[config.mk]
export PLATFORM = sky130hd
export DESIGN_NAME = elephant_spongent_seq
export DESIGN_NICKNAME = d
export VERILOG_FILES = /design/src/rtl/elephant_spongent_seq.sv
export SDC_FILE = /design/constraint.sdc
export NUM_CORES = 1
export LEC_CHECK = 0
export ABC_AREA = 1
export CAP_MARGIN = 15
export CORE_MARGIN = 5
export CORE_UTILIZATION = 55
export CTS_BUF_LIST = sky130_fd_sc_hd__clkbuf_8 sky130_fd_sc_hd__clkbuf_16
export DETAILED_ROUTE_END_ITERATION = 16
export PLACE_DENSITY = 0.87
export SETUP_SLACK_MARGIN = 0.1
export SKIP_CTS_REPAIR_TIMING = 1
export SLEW_MARGIN = 5
export SYNTH_ARGS = -nofsm -noshare
export SYNTH_HDL_FRONTEND = slang
export SYNTH_SLANG_ARGS = --single-unit
[constraint.sdc]
create_clock -name clk -period 12.74 [get_ports clk]
set_clock_uncertainty 0.05 [all_clocks]
set_input_delay 2.548 -clock clk [delete_from_list [all_inputs] [get_ports clk]]
set_output_delay 2.548 -clock clk [all_outputs]
set_load 0.05 [all_outputs]
[src/rtl/elephant_spongent_seq.sv]
// Multi-cycle Spongent-pi[160] permutation engine: one round per clock,
// valid/ready handshake on the input state and on the permuted result.
module elephant_spongent_seq #(
  parameter int unsigned ROUNDS    = 80,
  parameter logic [6:0]  LFSR_INIT = 7'h75
) (
  input  logic         clk,
  input  logic         rst,
  input  logic         in_valid,
  output logic         in_ready,
  input  logic [159:0] in_state,
  output logic         out_valid,
  input  logic         out_ready,
  output logic [159:0] out_state,
  output logic         busy
);

  localparam int unsigned W   = 160;
  localparam int unsigned NIB = W / 4;
  localparam int unsigned RW  = 7;
  localparam int unsigned LW  = 7;

  typedef enum logic [1:0] {
    IDLE = 2'd0,
    BUSY = 2'd1,
    DONE = 2'd2
  } fsm_t;

  fsm_t          fsm;
  fsm_t          fsm_nxt;
  logic [RW-1:0] rnd;
  logic [LW-1:0] lfsr;
  logic [W-1:0]  st;
  logic          accept;
  logic          last_rnd;

  function automatic logic [3:0] sbox(input logic [3:0] x);
    logic [3:0] y;
    case (x)
      4'h0: y = 4'hE;
      4'h1: y = 4'hD;
      4'h2: y = 4'hB;
      4'h3: y = 4'h0;
      4'h4: y = 4'h2;
      4'h5: y = 4'h1;
      4'h6: y = 4'h4;
      4'h7: y = 4'hF;
      4'h8: y = 4'h7;
      4'h9: y = 4'hA;
      4'hA: y = 4'h8;
      4'hB: y = 4'h5;
      4'hC: y = 4'h9;
      4'hD: y = 4'hC;
      4'hE: y = 4'h3;
      default: y = 4'h6;
    endcase
    return y;
  endfunction

  // One full round: constant addition at both ends, S-box layer, bit permutation.
  function automatic logic [W-1:0] round_fn(input logic [W-1:0] s, input logic [LW-1:0] c);
    logic [W-1:0] a;
    logic [W-1:0] b;
    logic [W-1:0] p;
    a = s;
    a[LW-1:0] = a[LW-1:0] ^ c;
    for (int j = 0; j < int'(LW); j++) begin
      a[W-1-j] = a[W-1-j] ^ c[j];
    end
    for (int k = 0; k < int'(NIB); k++) begin
      b[4*k +: 4] = sbox(a[4*k +: 4]);
    end
    p = '0;
    for (int i = 0; i < int'(W) - 1; i++) begin
      p[(40 * i) % (int'(W) - 1)] = b[i];
    end
    p[W-1] = b[W-1];
    return p;
  endfunction

  assign accept   = in_valid && (fsm == IDLE);
  assign last_rnd = (rnd == RW'(ROUNDS - 1));

  always_ff @(posedge clk or posedge rst) begin
    if (rst) begin
      fsm <= IDLE;
    end else begin
      fsm <= fsm_nxt;
    end
  end

  always_comb begin
    fsm_nxt = fsm;
    case (fsm)
      IDLE:    if (accept)    fsm_nxt = BUSY;
      BUSY:    if (last_rnd)  fsm_nxt = DONE;
      DONE:    if (out_ready) fsm_nxt = IDLE;
      default: fsm_nxt = IDLE;
    endcase
  end

  // Handshake flags are pure decodes of the state register.
  always_comb begin
    in_ready  = (fsm == IDLE);
    busy      = (fsm == BUSY);
    out_valid = (fsm == DONE);
    out_state = st;
  end

  // Datapath: load on accept, one round per BUSY cycle, hold otherwise.
  always_ff @(posedge clk or posedge rst) begin
    if (rst) begin
      st   <= '0;
      rnd  <= '0;
      lfsr <= LFSR_INIT;
    end else begin
      case (fsm)
        IDLE: begin
          if (accept) begin
            st   <= in_state;
            lfsr <= LFSR_INIT;
            rnd  <= '0;
          end
        end
        BUSY: begin
          st   <= round_fn(st, lfsr);
          lfsr <= {lfsr[5:0], lfsr[6] ^ lfsr[5]};
          rnd  <= rnd + RW'(1);
        end
        default: ;
      endcase
    end
  end

endmodule

=== Word level (Yosys, flattened, before mapping) ===
Memory sizes are Yosys's and may differ from the RTL's.
Index checks and enable logic that the tools add are counted.

* Add/sub/neg operators: 1
* Eq/ne operators: 6
* Mux-type cells: 10
* Bitwise gates (word level): 9
* Reduce and logical (&&, ||, !) cells: 5

{| class="wikitable"
|+ Operators with widths
! cell !! count
|-
| case mux 160 bit (2 select lines) || 1
|-
| two-way mux 160 bit || 1
|-
| case mux 7 bit (2 select lines) || 2
|-
| two-way mux 7 bit || 2
|-
| XOR 1 bit || 8
|-
| adder 7 x 1 -> 7 bit (second input constant) || 1
|-
| equality test 7 bit (second input constant) || 1
|-
| XOR 7 bit || 1
|-
| two-way mux 2 bit || 3
|-
| inequality test 2 x 1 -> 1 bit (second input constant) || 3
|-
| case mux 2 bit (3 select lines) || 1
|-
| AND reduction 3 bit || 1
|-
| equality test 2 x 1 -> 1 bit (second input constant) || 1
|-
| equality test 2 bit (second input constant) || 1
|-
| logical NOT 2 bit || 1
|-
| AND reduction 2 bit || 1
|-
| nonzero test 2 bit || 1
|-
| logical AND 1 bit || 1
|}

* Flip-flop bits (word level): 176
* ROM bits: 2560
* Output and inout port bits: 163
* Memories: 40

{| class="wikitable"
|+ Memory list
! memory !! words !! width !! read ports !! clocked after Yosys merged registers in !! wr ports !! RTL line !! RTL
|-
| (name not given) || 16 || 4 || 1 || 0 || 0 || 39 || <nowiki>case (x)</nowiki>
|-
| (name not given) || 16 || 4 || 1 || 0 || 0 || 39 ||
|-
| (name not given) || 16 || 4 || 1 || 0 || 0 || 39 ||
|-
| (name not given) || 16 || 4 || 1 || 0 || 0 || 39 ||
|-
| (name not given) || 16 || 4 || 1 || 0 || 0 || 39 ||
|-
| (name not given) || 16 || 4 || 1 || 0 || 0 || 39 ||
|-
| 34 more memories || - || - || - || - || - || - ||
|}

=== Logic depth before layout (Yosys ltp) ===
Gate-level depths: netlist of run 1.

* Depth after elaboration: 4
* Gate-level depth with buffers: 11

=== Worst setup path before layout of run 1 ===
No wires, ideal clock.

* Path kind: reg2out
* From: register fsm[0]
* To: output port busy
* Data arrival time: 1.162 ns
* Path slack: 8.980 ns
* Stages on the path, launching flop included: 6
* Path buffers: 3
* Cells stage by stage: dfrtp_1 -> inv_2 -> nor2_4 -> buf_6 -> buf_6 -> buf_2

* Cells in the longest elaborated chain, start to end: 1

{| class="wikitable"
|+ RTL lines
! what !! RTL line !! RTL
|-
| start: declaration || 29 || <nowiki>fsm_t fsm;</nowiki>
|-
| start signal: assignment || 88 || <nowiki>fsm <= fsm_nxt;</nowiki>
|-
| equality test 2 x 1 -> 1 bit || 105 || <nowiki>busy = (fsm == BUSY);</nowiki>
|-
| end: declaration || 15 || <nowiki>output logic busy</nowiki>
|}

No other way between the ends.

=== Worst setup path in the final report of run 1 ===
* From: input port in_valid
* To: register st[150], in the netlist out_state[150]

* Cells in the longest elaborated chain, start to end: 3

{| class="wikitable"
|+ RTL lines
! what !! RTL line !! RTL
|-
| start: declaration || 9 || <nowiki>input logic in_valid,</nowiki>
|-
| logical AND 1 bit || 81 || <nowiki>assign accept = in_valid && (fsm == IDLE);</nowiki>
|-
| inequality test 2 x 1 -> 1 bit (no line) || - ||
|-
| AND reduction 2 bit (no line) || - ||
|-
| end signal: assignment || 120 || <nowiki>st <= in_state;</nowiki>
|-
| end signal: assignment || 126 || <nowiki>st <= round_fn(st, lfsr);</nowiki>
|-
| end: declaration || 33 || <nowiki>logic [W-1:0] st;</nowiki>
|}

No other way between the ends.
A chain may end at the register's enable or synchronous reset.

==> results.sh, run 1 <==
export IMPL_synthToLayoutAreaGrowth_pct=29.0
export IMPL_layout_nets=2474
export IMPL_cts_max_path_buffers=2
export IMPL_drt_iter0_markers=1543
export IMPL_maxSlewViolCount=0
export IMPL_period_needed_ps=5300
export IMPL_final_period_utilization_pct=41.6
export IMPL_status="finished, final reports clean"
export IMPL_syn_num_nets=2190
export IMPL_finalWeightedCongestion=0.948
export IMPL_start_util_pct=56.1
export IMPL_cts_root_buf="clkbuf_16"
export IMPL_synth_top_cell_by_area="dfrtp_1"
export IMPL_wire_per_inst_um=19.6
export IMPL_worstSkewPairLatency_ps=440
export IMPL_start_kind="primary input"
export IMPL_fin_cells=2494
export IMPL_fillers=1963
export IMPL_pin_count=327
export IMPL_dp_cells=2461
export IMPL_drt_pass1_iter_count=6
export IMPL_numPortBuffers=326
export IMPL_ys_seq_elements=176
export IMPL_ys_warn_count=0
export IMPL_worstPathRequired_ps=13040
export IMPL_chipHeight_um=168
export IMPL_die_area_sq_mm=0.0282
export IMPL_setup_viol=0
export IMPL_worst_pin_slew_ps=1090
export IMPL_reg2reg_depth=6
export IMPL_synth_edff_count=0
export IMPL_drive_gt1_share_pct=2.77
export IMPL_tritoncts="done"
export IMPL_cp_max_fo=97
export IMPL_place_ws_ps=7090
export IMPL_yosysTopAreaCellShare_pct=31.2
export IMPL_vias=14900
export IMPL_arrival_ps=5600
export IMPL_rsz0062_at_grt="false"
export IMPL_multi_input_area_sq_mm=0.00820
export IMPL_core_area_sq_mm=0.0245
export IMPL_ys_async_sr_fraction_pct=100
export IMPL_syn_area_sq_mm=0.0137
export IMPL_fmax_mhz=189
export IMPL_crit_type="in2reg"
export IMPL_holdWs_ps=458
export IMPL_finalHoldViolCount=0
export IMPL_htree_num_levels=4
export IMPL_grt_max_degree=98
export IMPL_drc=0
export IMPL_grtUsageTotal_pct=33.5
export IMPL_avgSynthCellArea_sq_um=7.34
export IMPL_grt_pass1_vias=14100
export IMPL_gr_total_overflow=0
export IMPL_drt_total_wl_um=49000
export IMPL_dp_hpwl_um=36900
export IMPL_final_antenna_net_count=0
export IMPL_hold_class="reg2reg"
export IMPL_avgViaCountPerCell=5.96
export IMPL_hold_depth=1
export IMPL_synthCells=1872
export IMPL_synth_cell_types=35
export IMPL_regArea_sq_mm=0.00441
export IMPL_die_x_um=168
export IMPL_row_count=57
export IMPL_cts_reportedPaths_clkPinSlew_ps=70
export IMPL_setup_ws_ps=7440
export IMPL_cap_violations=0
export IMPL_grt_pass1_wl_um=75700
export IMPL_antenna_found_initial=1
export IMPL_synth_area_top_cells="dfrtp_1 31%, ha_1 14%, nand2_1 13%, o211ai_1 11%, o21ai_0 5.8%"
export IMPL_critPathCaptureType="register"
export IMPL_cts_made_buffers=17
export IMPL_tns_ps=0
export IMPL_slew_headroom_pct=27.5
export IMPL_ys_flop_type="dfrtp_1"
export IMPL_yosysSeqAreaShare_pct=32.1
export IMPL_cts_sinks=176
==> layout by cell type, fill, tap and decap left out, types with 2 or more instances in the layout <==
master,Yosys,routed
nand2_1,492,492
clkdlybuf4s50_1,0,326
inv_1,201,202
o211ai_1,200,200
dfrtp_1,171,171
o21ai_0,158,158
ha_1,154,154
nor2_1,147,147
nand3_1,107,107
a21oi_1,84,84
o221ai_1,18,18
clkbuf_16,0,17
o22ai_1,14,14
or2_2,10,10
xor2_1,7,7
buf_4,5,7
xnor2_1,6,6
o21ai_1,5,5
dfstp_2,5,5
o31ai_1,4,4
inv_6,0,4
clkinv_4,0,4
inv_2,3,3
a22oi_1,3,3
bufinv_16,0,3
nor2_4,2,2
a22o_1,2,2
mux2i_1,2,2
nor3_1,2,2
inv_8,0,2
==> cells in the mapped netlist (all sizes together), types with 3 or more instances <==
cell type / count
nor2: 149
inv: 204
o221ai: 18
nand2: 494
or2: 10
a22oi: 3
o22ai: 14
o21ai: 163
o31ai: 4
ha: 154
dfstp: 5
clkbuf: 23
nand3: 107
o211ai: 200
dfrtp: 171
buf: 45
xnor2: 6
xor2: 7
a21oi: 84
==> critical path, cell delays in order <==
cell	delay, ps
clkdlybuf4s50_1	480
nand2_2	380
nand2_4	710
buf_4	960
o21ai_0	250
o22ai_1	180
==> final cells by class <==
class / instances / area share [%]
multi-input cells: 1424 / 46.3
flip-flops and latches: 176 / 24.9
repair buffers: 333 / 18.7
inverters: 204 / 4.35
clock buffers: 17 / 2.40
well taps: 324 / 2.29
clock inverters: 15 / 1.05
diodes: 1 / 0.0141
==> registers in the layout, summed over array words and instances (netlist names) <==
signal and cells:
out_state 160, lfsr 7, rnd 7, fsm 2
==> stage by stage <==
stage / instance area (sq um) / util (%)
after floorplan: 13700 / -
after global placement: 17100 / 69.9
after detailed placement: 17100 / 69.9
after CTS: 17700 / 72.4
after global routing: 17700 / 72.4
final: 17700 / 72.4
==> cells by family after synthesis <==
logic type      count (synthesis)  share of synthesized area [%]
compound gates                492                           22.5
xor+xnor                       13                          0.829
fa+ha+maj                     154                           14.0
buf+inv                       272                           8.17
flops                         176                           32.1
mux                             2                          0.146
simple gates                  763                           22.2
==> final timing paths <==
check / endpoint / slack (ps) / start
worst max-delay path: out_state[150] / 7440 / in_valid
worst min-delay path: rnd[0] / 460 / rnd[0]
worst max register to register: out_state[8] / 9280 / fsm[0]
worst min register to register: rnd[0] / 460 / rnd[0]
max in group asynchronous: out_state[133] / 8910 / rst
min in group asynchronous: out_state[118] / 2480 / rst
==> layer usage <==
| metal | GRT usage [%] | vias to the layer above | wire length [um] |
|---|---|---|---|
| met2 | 53.8 | 848 | 22500 |
| li1 | - | 6916 | - |
| met4 | 17.8 | 0 | 2820 |
| met3 | 7.13 | 149 | 4780 |
| met1 | 42.5 | 6944 | 18900 |
| met5 | 0 | - | 0 |
Power of run 1 is left out: the tool's default activity adds up to more than one toggle a clock period on the data nets, which glitch-free logic cannot reach.
==> run 2, diff against run 1 <==
--- a/config.mk
+++ b/config.mk
@@ -8,10 +8,10 @@
 export ABC_AREA = 1
 export CAP_MARGIN = 15
 export CORE_MARGIN = 5
-export CORE_UTILIZATION = 55
+export CORE_UTILIZATION = 51
 export CTS_BUF_LIST = sky130_fd_sc_hd__clkbuf_8 sky130_fd_sc_hd__clkbuf_16
 export DETAILED_ROUTE_END_ITERATION = 16
-export PLACE_DENSITY = 0.87
+export PLACE_DENSITY = 0.82
 export SETUP_SLACK_MARGIN = 0.1
 export SKIP_CTS_REPAIR_TIMING = 1
 export SLEW_MARGIN = 5
==> constraint.sdc (replaced) <==
create_clock -name clk -period 5.4 [get_ports clk]
set_clock_uncertainty 0.05 [all_clocks]
set_input_delay 1.08 -clock clk [delete_from_list [all_inputs] [get_ports clk]]
set_output_delay 1.08 -clock clk [all_outputs]
set_load 0.05 [all_outputs]
==> results.sh, run 2 (synthesized netlist as in run 1, its figures left out) <==
export IMPL_status="finished, final reports clean"
export IMPL_avgViaCountPerCell=5.85
export IMPL_drc=0
export IMPL_htree_num_levels=4
export IMPL_critPathCaptureType="primary output"
export IMPL_r2r_start="fsm[0]"
export IMPL_drt_iter0_markers=1404
export IMPL_regArea_sq_mm=0.00441
export IMPL_fmax_mhz=271
export IMPL_rrSetupSlack_ps=2090
export IMPL_finalWeightedCongestion=0.965
export IMPL_row_count=60
export IMPL_die_x_um=174
export IMPL_grt_pass1_wl_um=76600
export IMPL_max_stage_delay_ps=940
export IMPL_tns_ps=0
export IMPL_critPathBufInv=2
export IMPL_drt_total_wl_um=49100
export IMPL_vias=14700
export IMPL_reg2reg_to="out_state[146]"
export IMPL_maxSlewViolCount=0
export IMPL_pin_count=327
export IMPL_grtUsageTotal_pct=31.5
export IMPL_crit_family="buffers and inverters"
export IMPL_crit_type="reg2out"
export IMPL_hold_depth=1
export IMPL_cp_slowest_cell="clkdlybuf4s50_1"
export IMPL_cts_made_buffers=17
export IMPL_final_common_cell="nand2_1"
export IMPL_final_period_utilization_pct=68.4
export IMPL_worstSkewPairLatency_ps=440
export IMPL_worstPathRequired_ps=4270
export IMPL_min_to="rnd[0]"
export IMPL_worst_pin_slew_ps=1010
export IMPL_tritoncts="done"
export IMPL_cp_max_fo=32
export IMPL_drive_gt1_share_pct=2.77
export IMPL_largest_reg_flops=160
export IMPL_hold_class="reg2reg"
export IMPL_grt_pass1_vias=14100
export IMPL_chipHeight_um=174
export IMPL_reg2reg_depth=7
export IMPL_start_util_pct=51.4
export IMPL_cts_reportedPaths_clkPinSlew_ps=70
export IMPL_numPortBuffers=326
export IMPL_min_from="rnd[0]"
export IMPL_multi_input_area_sq_mm=0.00820
export IMPL_layout_nets=2474
export IMPL_most_common_layout_cells="492 x nand2_1, 326 x clkdlybuf4s50_1, 202 x inv_1"
export IMPL_antenna_found_initial=1
export IMPL_dp_hpwl_um=36700
export IMPL_drt_pass1_iter_count=8
export IMPL_final_antenna_net_count=0
export IMPL_finalHoldViolCount=0
export IMPL_synthToLayoutAreaGrowth_pct=29.2
export IMPL_core_area_sq_mm=0.0267
export IMPL_cts_max_path_buffers=2
export IMPL_wire_per_inst_um=19.5
export IMPL_start_kind="register"
export IMPL_worstPathCellList="inv_2, nor2_4, clkdlybuf4s50_1"
export IMPL_arrival_ps=2560
export IMPL_die_area_sq_mm=0.0303
export IMPL_rsz0062_at_grt="false"
export IMPL_period_needed_ps=3690
export IMPL_slew_headroom_pct=32.6
export IMPL_cts_sinks=176
export IMPL_cap_violations=0
export IMPL_setup_viol=0
export IMPL_grt_max_degree=177
export IMPL_gr_total_overflow=0
export IMPL_cts_root_buf="clkbuf_16"
export IMPL_fillers=2264
-- run 2: worst max-delay path by stage --
stage / start / end / slack, ps / depth (start not counted)
floorplan: rst / fsm[0] / 2020 / 1
global placement: in_valid / out_state[119] / 1950 / 8
detailed placement: in_valid / out_state[80] / 1850 / 8
CTS: fsm[0] / busy / 1670 / 3
global route: fsm[0] / busy / 1590 / 3
finish: fsm[0] / busy / 1710 / 3
-- run 2: per-layer routing --
metal,vias up,global-route usage [%],routed length [um]
li1,6915,-,-
met1,6937,41.6,20100
met2,705,50.1,22500
met3,133,5.87,3800
met4,0,15.1,2720
met5,-,0,0
-- run 2: metrics by stage --
step / utilization [%] / cell area [sq um] / hold slack, ps / std cells / setup slack [ps]
floorplan: - / 13700 / 413 / 1872 / 2020
global placement: 64.2 / 17200 / 429 / 2478 / 1950
detailed placement: 64.2 / 17200 / 453 / 2478 / 1850
CTS: 66.4 / 17700 / 458 / 2510 / 1670
global route: 66.4 / 17700 / 477 / 2511 / 1590
finish: 66.4 / 17700 / 458 / 2511 / 1710
-- run 2: cell type report --
| cell class | instances | area share, % |
|---|---|---|
| antenna | 1 | 0.0141 |
| clock buffer | 17 | 2.40 |
| clock inverter | 15 | 0.909 |
| inverter | 204 | 4.34 |
| multi-input combinational | 1424 | 46.2 |
| sequential | 176 | 24.9 |
| tap | 341 | 2.40 |
| timing repair buffer | 333 | 18.9 |
Power of run 2 is left out for the same reason.
